## config.mk

```make
export PLATFORM = sky130hd
export DESIGN_NAME = ov7670_source
export DESIGN_NICKNAME = d
export VERILOG_FILES = /design/src/rtl/ov7670_pkg.sv /design/src/rtl/ov7670_source.sv
export SDC_FILE = /design/constraint.sdc
export NUM_CORES = 1
export LEC_CHECK = 0
export ABC_AREA = 0
export CORE_ASPECT_RATIO = 1.5
export CORE_UTILIZATION = 45
export CTS_BUF_LIST = sky130_fd_sc_hd__clkbuf_2 sky130_fd_sc_hd__clkbuf_4 sky130_fd_sc_hd__clkbuf_8
export DETAILED_ROUTE_END_ITERATION = 12
export PLACE_DENSITY = 0.76
export SYNTH_ARGS = -nofsm -noshare
export SYNTH_HDL_FRONTEND = slang
export SYNTH_SLANG_ARGS = --single-unit
export TNS_END_PERCENT = 5
```

## constraint.sdc

```tcl
create_clock -name clk -period 3.05 [get_ports clk]
set_input_delay 0.4575 -clock clk [delete_from_list [all_inputs] [get_ports clk]]
set_output_delay 0.4575 -clock clk [all_outputs]
set_load 0.01 [all_outputs]
```

## src/rtl/ov7670_pkg.sv

```systemverilog
// Shared OV7670 camera-bus definitions for the synthesizable source and the capture block.
package ov7670_pkg;

  localparam int OV_H_ACTIVE  = 640;
  localparam int OV_V_ACTIVE  = 480;
  localparam int OV_H_BLANK   = 10;
  localparam int OV_VSYNC_LEN = 4;
  localparam int OV_V_BACK    = 2;

  typedef enum logic [2:0] {
    SRC_IDLE   = 3'd0,
    SRC_VSYNC  = 3'd1,
    SRC_VBACK  = 3'd2,
    SRC_ACTIVE = 3'd3,
    SRC_HBLANK = 3'd4
  } src_state_t;

  typedef struct packed {
    logic [4:0] r;
    logic [5:0] g;
    logic [4:0] b;
  } rgb565_t;

  // Camera byte order is MSB first: lsb=0 selects [15:8], lsb=1 selects [7:0].
  function automatic logic [7:0] rgb565_byte(input rgb565_t px, input logic lsb);
    logic [15:0] raw;
    raw = px;
    if (lsb) begin
      return raw[7:0];
    end else begin
      return raw[15:8];
    end
  endfunction

endpackage

```

## src/rtl/ov7670_source.sv

```systemverilog
// OV7670 camera-side transmitter: replays an RGB565 stream as pclk/vsync/href/data.
// pclk is clk/2; every bus change happens on the clk edge where pclk falls.
module ov7670_source
  import ov7670_pkg::*;
#(
  parameter int H_ACTIVE  = OV_H_ACTIVE,
  parameter int V_ACTIVE  = OV_V_ACTIVE,
  parameter int H_BLANK   = OV_H_BLANK,
  parameter int VSYNC_LEN = OV_VSYNC_LEN,
  parameter int V_BACK    = OV_V_BACK
) (
  input  logic        clk,
  input  logic        rst,
  input  logic        start,
  input  logic [15:0] pix_data,
  input  logic        pix_valid,
  output logic        pix_ready,
  output logic        pclk,
  output logic        vsync,
  output logic        href,
  output logic [7:0]  data,
  output logic        frame_done,
  output logic        underflow
);

  localparam int BMAX_A = (H_BLANK > VSYNC_LEN) ? H_BLANK : VSYNC_LEN;
  localparam int BMAX   = (BMAX_A > V_BACK) ? BMAX_A : V_BACK;
  localparam int CW     = (H_ACTIVE > 1) ? $clog2(H_ACTIVE) : 1;
  localparam int RW     = (V_ACTIVE > 1) ? $clog2(V_ACTIVE) : 1;
  localparam int BW     = (BMAX > 1) ? $clog2(BMAX) : 1;

  localparam logic [CW-1:0] COL_LAST    = CW'(H_ACTIVE - 1);
  localparam logic [RW-1:0] ROW_LAST    = RW'(V_ACTIVE - 1);
  localparam logic [BW-1:0] VSYNC_LAST  = BW'(VSYNC_LEN - 1);
  localparam logic [BW-1:0] VBACK_LAST  = BW'(V_BACK - 1);
  localparam logic [BW-1:0] HBLANK_LAST = BW'(H_BLANK - 1);

  logic          ph_r;
  src_state_t    state_r, state_n;
  logic [BW-1:0] cnt_r, cnt_n;
  logic [CW-1:0] col_r, col_n;
  logic [RW-1:0] row_r, row_n;
  logic          lsb_r, lsb_n;
  rgb565_t       hold_r, hold_n;
  logic          vsync_r, vsync_n;
  logic          href_r, href_n;
  logic [7:0]    data_r, data_n;
  logic          ready_r, ready_n;
  logic          done_r, done_n;
  logic          uf_r, uf_n;

  // Phase, FSM state, counters and all registered bus outputs.
  always_ff @(posedge clk or negedge rst) begin
    if (!rst) begin
      ph_r    <= 1'b0;
      state_r <= SRC_IDLE;
      cnt_r   <= '0;
      col_r   <= '0;
      row_r   <= '0;
      lsb_r   <= 1'b0;
      hold_r  <= '0;
      vsync_r <= 1'b0;
      href_r  <= 1'b0;
      data_r  <= 8'h00;
      ready_r <= 1'b0;
      done_r  <= 1'b0;
      uf_r    <= 1'b0;
    end else begin
      ph_r    <= ~ph_r;
      state_r <= state_n;
      cnt_r   <= cnt_n;
      col_r   <= col_n;
      row_r   <= row_n;
      lsb_r   <= lsb_n;
      hold_r  <= hold_n;
      vsync_r <= vsync_n;
      href_r  <= href_n;
      data_r  <= data_n;
      ready_r <= ready_n;
      done_r  <= done_n;
      uf_r    <= uf_n;
    end
  end

  // Next state and outputs; state advances only on launch edges (ph_r=1).
  // The state names the segment the coming launch edge drives onto the bus.
  always_comb begin
    state_n = state_r;
    cnt_n   = cnt_r;
    col_n   = col_r;
    row_n   = row_r;
    lsb_n   = lsb_r;
    hold_n  = hold_r;
    vsync_n = vsync_r;
    href_n  = href_r;
    data_n  = data_r;
    ready_n = 1'b0;
    done_n  = 1'b0;
    uf_n    = 1'b0;
    if (!ph_r) begin
      // The cycle after this edge ends in an MSB launch: offer the pixel slot.
      ready_n = (state_r == SRC_ACTIVE) && !lsb_r;
    end else begin
      vsync_n = 1'b0;
      href_n  = 1'b0;
      data_n  = 8'h00;
      case (state_r)
        SRC_IDLE: begin
          if (start) begin
            state_n = SRC_VSYNC;
            cnt_n   = '0;
          end else begin
            state_n = SRC_IDLE;
          end
        end
        SRC_VSYNC: begin
          vsync_n = 1'b1;
          if (cnt_r == VSYNC_LAST) begin
            state_n = SRC_VBACK;
            cnt_n   = '0;
          end else begin
            cnt_n = cnt_r + BW'(1);
          end
        end
        SRC_VBACK: begin
          if (cnt_r == VBACK_LAST) begin
            state_n = SRC_ACTIVE;
            cnt_n   = '0;
            col_n   = '0;
            row_n   = '0;
            lsb_n   = 1'b0;
          end else begin
            cnt_n = cnt_r + BW'(1);
          end
        end
        SRC_ACTIVE: begin
          href_n = 1'b1;
          if (!lsb_r) begin
            // A missing pixel is sent as black; line timing never stalls.
            if (pix_valid) begin
              hold_n = rgb565_t'(pix_data);
            end else begin
              hold_n = '0;
              uf_n   = 1'b1;
            end
            data_n = rgb565_byte(hold_n, 1'b0);
            lsb_n  = 1'b1;
          end else begin
            data_n = rgb565_byte(hold_r, 1'b1);
            lsb_n  = 1'b0;
            if (col_r == COL_LAST) begin
              state_n = SRC_HBLANK;
              col_n   = '0;
              cnt_n   = '0;
            end else begin
              col_n = col_r + CW'(1);
            end
          end
        end
        SRC_HBLANK: begin
          if (cnt_r == HBLANK_LAST) begin
            cnt_n = '0;
            if (row_r != ROW_LAST) begin
              row_n   = row_r + RW'(1);
              state_n = SRC_ACTIVE;
            end else begin
              row_n   = '0;
              done_n  = 1'b1;
              state_n = start ? SRC_VSYNC : SRC_IDLE;
            end
          end else begin
            cnt_n = cnt_r + BW'(1);
          end
        end
        default: begin
          state_n = SRC_IDLE;
          cnt_n   = '0;
          col_n   = '0;
          row_n   = '0;
          lsb_n   = 1'b0;
        end
      endcase
    end
  end

  assign pclk       = ph_r;
  assign vsync      = vsync_r;
  assign href       = href_r;
  assign data       = data_r;
  assign pix_ready  = ready_r;
  assign frame_done = done_r;
  assign underflow  = uf_r;

endmodule

```

After elaboration in Yosys (flattened, before gate mapping) --
Cells that the tools add are included.
Word-level totals: bits in registers 49, bits of input ports 20, word-level logic and storage cells 87
Operators by class: add/subtract/negate cells 3, equal/unequal tests 15, mux-type cells 40, bitwise gates (word level) 4, reduce and logical (&&, ||, !) cells 11
Operators by type and width (count):
- $mux 10 | 3
- $pmux 10 s3 | 1
- $mux 9 | 3
- $pmux 9 s3 | 1
- $mux 4 | 6
- $pmux 4 s5 | 1
- $mux 3 | 6
- $mux 16 | 1
- $mux 8 | 2
- $pmux 3 s5 | 1
- $mux 1 | 14
- $reduce_and 4->1 | 3
- $add 10x1->10 const B | 1
- $eq 10x10->1 const B | 1
- $ne 2x2->1 const B | 5
- $add 9x1->9 const B | 1
- $ne 9x9->1 const B | 1
- $eq 3x2->1 const B | 2
- $reduce_and 3->1 | 2
- $reduce_and 6->1 | 1
- $reduce_or 3->1 | 2
- $add 4x1->4 const B | 1
- $eq 4x1->1 const B | 1
- $eq 4x2->1 const B | 1
- 9 further kinds | 12

Depth between registers and ports, before layout --
depth after elaboration 5, depth in mapped cells 8

Worst setup path before layout --
Ideal clock, no wire load.
path kind register -> register, start point reg state_r[1], end point reg cnt_r[1], library setup time 121 ps, data arrival time 1581 ps, required time 2929 ps, setup slack 1348 ps, stages on the path, launching flop included 6, path buffers 0, period minus slack after synthesis 1702 ps, path through dfrtp_1 or4_4 and3_4 a31oi_4 nor2_1 a22o_1
Between the ends: word-level cells in the longest chain between the ends 3, elaborated cells on any way between the ends 10, those cells by class eq/ne (7); mux (1); reduce/logical (2)
RTL lines:
- start: declaration | RTL line ov7670_source.sv:39 | src_state_t state_r, state_n;
- start signal: assignment | RTL line ov7670_source.sv:70 | state_r <= state_n;
- $eq 3x2->1 or $logic_not 3->1 (tied branches) | RTL line ov7670_source.sv:107 | case (state_r)
- $ne 2x1->1 (no source line) or $ne 2x2->1 (tied branches)
- $reduce_and 4->1 (no source line)
- end signal: assignment | RTL line ov7670_source.sv:71 | cnt_r <= cnt_n;
- end: declaration | RTL line ov7670_source.sv:40 | logic [BW-1:0] cnt_r, cnt_n;
Parallel ways exist; a longest one is shown, timed or not. A chain may end at the register's enable or synchronous reset.

Worst setup path after layout --
start point reg state_r[1], end point reg data_r[2] (netlist: data[2])
Between the ends: word-level cells in the longest chain between the ends 2
RTL lines:
- $eq 3x2->1 | RTL line ov7670_source.sv:107
- $mux 8 | RTL line ov7670_source.sv:107
- end signal: assignment | RTL line ov7670_source.sv:78 | data_r <= data_n;
- end: declaration | RTL line ov7670_source.sv:47 | logic [7:0] data_r, data_n;
No other way between the ends.

==> key figures <==
Synthesis
  • Register area share after synthesis: 0.483
  • Synth warn: 0
  • Synth Area per Inst: 9.40 µm²
  • Mapped Area: 0.00254 mm²
  • Netlist cell types: 54
  • Post-Syn Nets: 294
  • Synth Register Bits: 49
  • Instance count of the mapped netlist: 270

Place
  • Placer Congestion: 0.863
  • Detail Placement HPWL: 3810 µm
  • Placed cell count: 361
  • Port Buffers: 33

STA
  • Pins Over Slew Limit: 0
  • Crit share post-route: 0.714
  • Final Setup Violations: 0
  • Setup TNS: 0 ps
  • RSZ-0062 raised after global routing: false
  • Post-route minimum period: 2180 ps
  • Worst Max-Slew Pin Slew: 1090 ps
  • Fmax: 459 MHz
  • Relative slew margins: 0.276
  • Clk_skew: 12.1 ps
  • Final hold vios: 0

Pwr
  • Net Sw Frac: 0.221
  • Comb pwr share: 0.055
  • PwrDens: 405 mW/mm²
  • Clk pwr share: 0.399
  • Maximum VDD drop: 0.280 mV
  • Reg power frac: 0.546
  • Static Leak: 1.25 nW
  • Internal Power: 949 µW
  • Net Sw Power: 269 µW

Floorplan
  • Starting Density: 0.466
  • Die X: 63.3 µm
  • Core ar.: 0.00545 mm²
  • DIE AREA: 0.00595 mm²
  • Io pins: 34
  • FP Rows: 33
  • Die H: 94.0 µm

Critical path
  • Delay-heaviest family, CP: simple AND/OR/NAND/NOR gates
  • Critical Path Stages: 4
  • Critical Path Fanout Max: 17
  • CP Launch Type: register
  • WS Path Type: register to register
  • Critical Path RT: 3290 ps
  • Buf/Inv on CP: 0
  • Crit path arrival time: 2420 ps
  • Crit-path cells: nand3b_2 > nor3_2 > and2_1 > a221o_1
  • Reg2reg path depth: 4
  • Max incr delay on CP: 660 ps
  • Critical path's slowest cell: dfrtp_1
  • Flop2flop setup slack: 870 ps
  • CP Capture Type: register

Global routing
  • Global route overflow: 0
  • Largest net degree at the start of global routing: 50
  • Initial antenna violation count: 0
  • First-pass GRT wire length: 9230 µm
  • Vias in the first global route: 1992
  • Total track usage: 0.197

Layout
  • Most common cell after layout, fill and taps aside: dfrtp_1
  • Syn-to-layout area delta: 18.6%
  • Fill cells: 498
  • Area of the multi-input gates: 0.00123 mm²
  • Final Non-Filler Cells: 369
  • Ant. Diodes: 0
  • Sequential Area: 0.00123 mm²
  • Nets: 322
  • Fraction of layout cells with a size suffix above 1: 0.0736
  • Most frequent cells in the layout: 49 x dfrtp_1, 39 x nand2_1, 32 x clkdlybuf4s50_1

CTS
  • CTS resizes: 0
  • CTS H-tree depth: 2
  • Number of clock sinks: 49
  • CTS tree: done
  • Num CTS Buffers: 5
  • Clock buffer depth: 2
  • Root Driver: clkbuf_8
  • Number of buffers added for setup after CTS: 0
  • Hold buffer count at CTS: 0
  • CTS clk-pin slew, worst paths: 100 ps
  • Clock latency on the worst-skew pair: 310 ps

Detailed routing
  • Vias: 2127
  • Iteration-0 DRC Markers: 158
  • Via/cell ratio: 5.76
  • Pre-antenna DRT Iters: 7
  • Residual DRC: 0
  • WL/cell: 14.6 µm
  • Final WL: 5390 µm
  • Post-DRT Antenna Nets: 0

Job
  • Max-cap violations: 0

Hold path
  • HP Class: input pin to asynchronous set/reset pin

Outcome
  • Outcome: finished clean
## sequential cells by signal (all words and copies together) (netlist names)
register and cells:
lsb_r 1, vsync 1, pclk 1, row_r 9, col_r 10, hold_r 8
underflow 1, data 8, frame_done 1, pix_ready 1, state_r 3, href 1
cnt_r 4
## path summary, 6_finish.rpt
path | startpoint | endpoint
min | rst | frame_done
min reg2reg | hold_r[4] | hold_r[4]
max reg2reg | state_r[1] | data[2]
max in group asynchronous | rst | cnt_r[0]
max | state_r[1] | data[2]
min in group clk | hold_r[4] | hold_r[4]
## power groups by stage
stage	logic [mW]	registers [mW]	clock network, mW
after CTS	0.0685	0.666	0.493
after global placement	0.0664	0.679	0
after global routing	0.0737	0.667	0.518
after detailed placement	0.0682	0.678	0
final	0.0666	0.666	0.486
after floorplan	0.0148	0.680	0
## cell type report
type                    count  share of cell area
multi-input cells         203               0.409
repair buffers             33               0.108
clock buffers               5              0.0229
inverters                   6             0.00748
well taps                  70              0.0291
flip-flops and latches     49               0.407
clock inverters             3              0.0158
## metrics by stage
step                      area (µm²)  setup slack [ps]   util  power [mW]  hold WS, ps
after global routing            3010               635  0.552        1.26          442
after CTS                       3010               843  0.552        1.23          390
after floorplan                 2540              1350      -       0.695          162
after global placement          2890               923  0.531       0.745          450
after detailed placement        2890               854  0.531       0.747          456
final                           3010               871  0.552        1.22          349
## cells by family after synthesis
kind of cell	count (synthesis)	share of synthesized area
simple gates	125	0.261
compound gates	73	0.200
flops	49	0.483
buf+inv	18	0.0315
fa+ha+maj	4	0.0197
mux	1	0.00444
## Yosys cell counts, drive strengths merged
library cell | instances | share of area
or3 | 1 | 0.0025
a31o | 1 | 0.0035
inv | 6 | 0.0089
a22oi | 2 | 0.0059
a21o | 1 | 0.0030
or2 | 2 | 0.0059
or2b | 1 | 0.0030
and4 | 1 | 0.0035
and2 | 1 | 0.0025
clkbuf | 8 | 0.013
a211o | 2 | 0.0069
nor2 | 19 | 0.028
and3 | 4 | 0.012
a211oi | 2 | 0.0059
mux2 | 1 | 0.0044
ha | 4 | 0.020
a21oi | 5 | 0.0099
nor2b | 10 | 0.025
o211ai | 1 | 0.0030
a22o | 1 | 0.0035
o31ai | 9 | 0.027
nand3b | 2 | 0.0074
nor3b | 2 | 0.0079
nand4b | 2 | 0.0069
o21ai | 32 | 0.063
buf | 4 | 0.0099
nand2b | 5 | 0.015
nor3 | 8 | 0.018
a31oi | 4 | 0.016
nand2 | 39 | 0.058
dfrtp | 49 | 0.48
or4 | 2 | 0.0074
o41ai | 3 | 0.013
nor4b | 2 | 0.0069
and3b | 1 | 0.0035
nand4 | 5 | 0.012
a221o | 8 | 0.032
o22ai | 1 | 0.0049
nand3 | 17 | 0.034
a2111oi | 1 | 0.0035
and2b | 1 | 0.0030
## metal layers
layer	part of all wire	vias up	GRT usage
met5	0	-	0
met4	0.023	0	0.0814
met3	0.031	11	0.0364
met2	0.51	58	0.329
met1	0.44	1017	0.249
li1	-	1041	-
(Power assumes the default switching activity.)
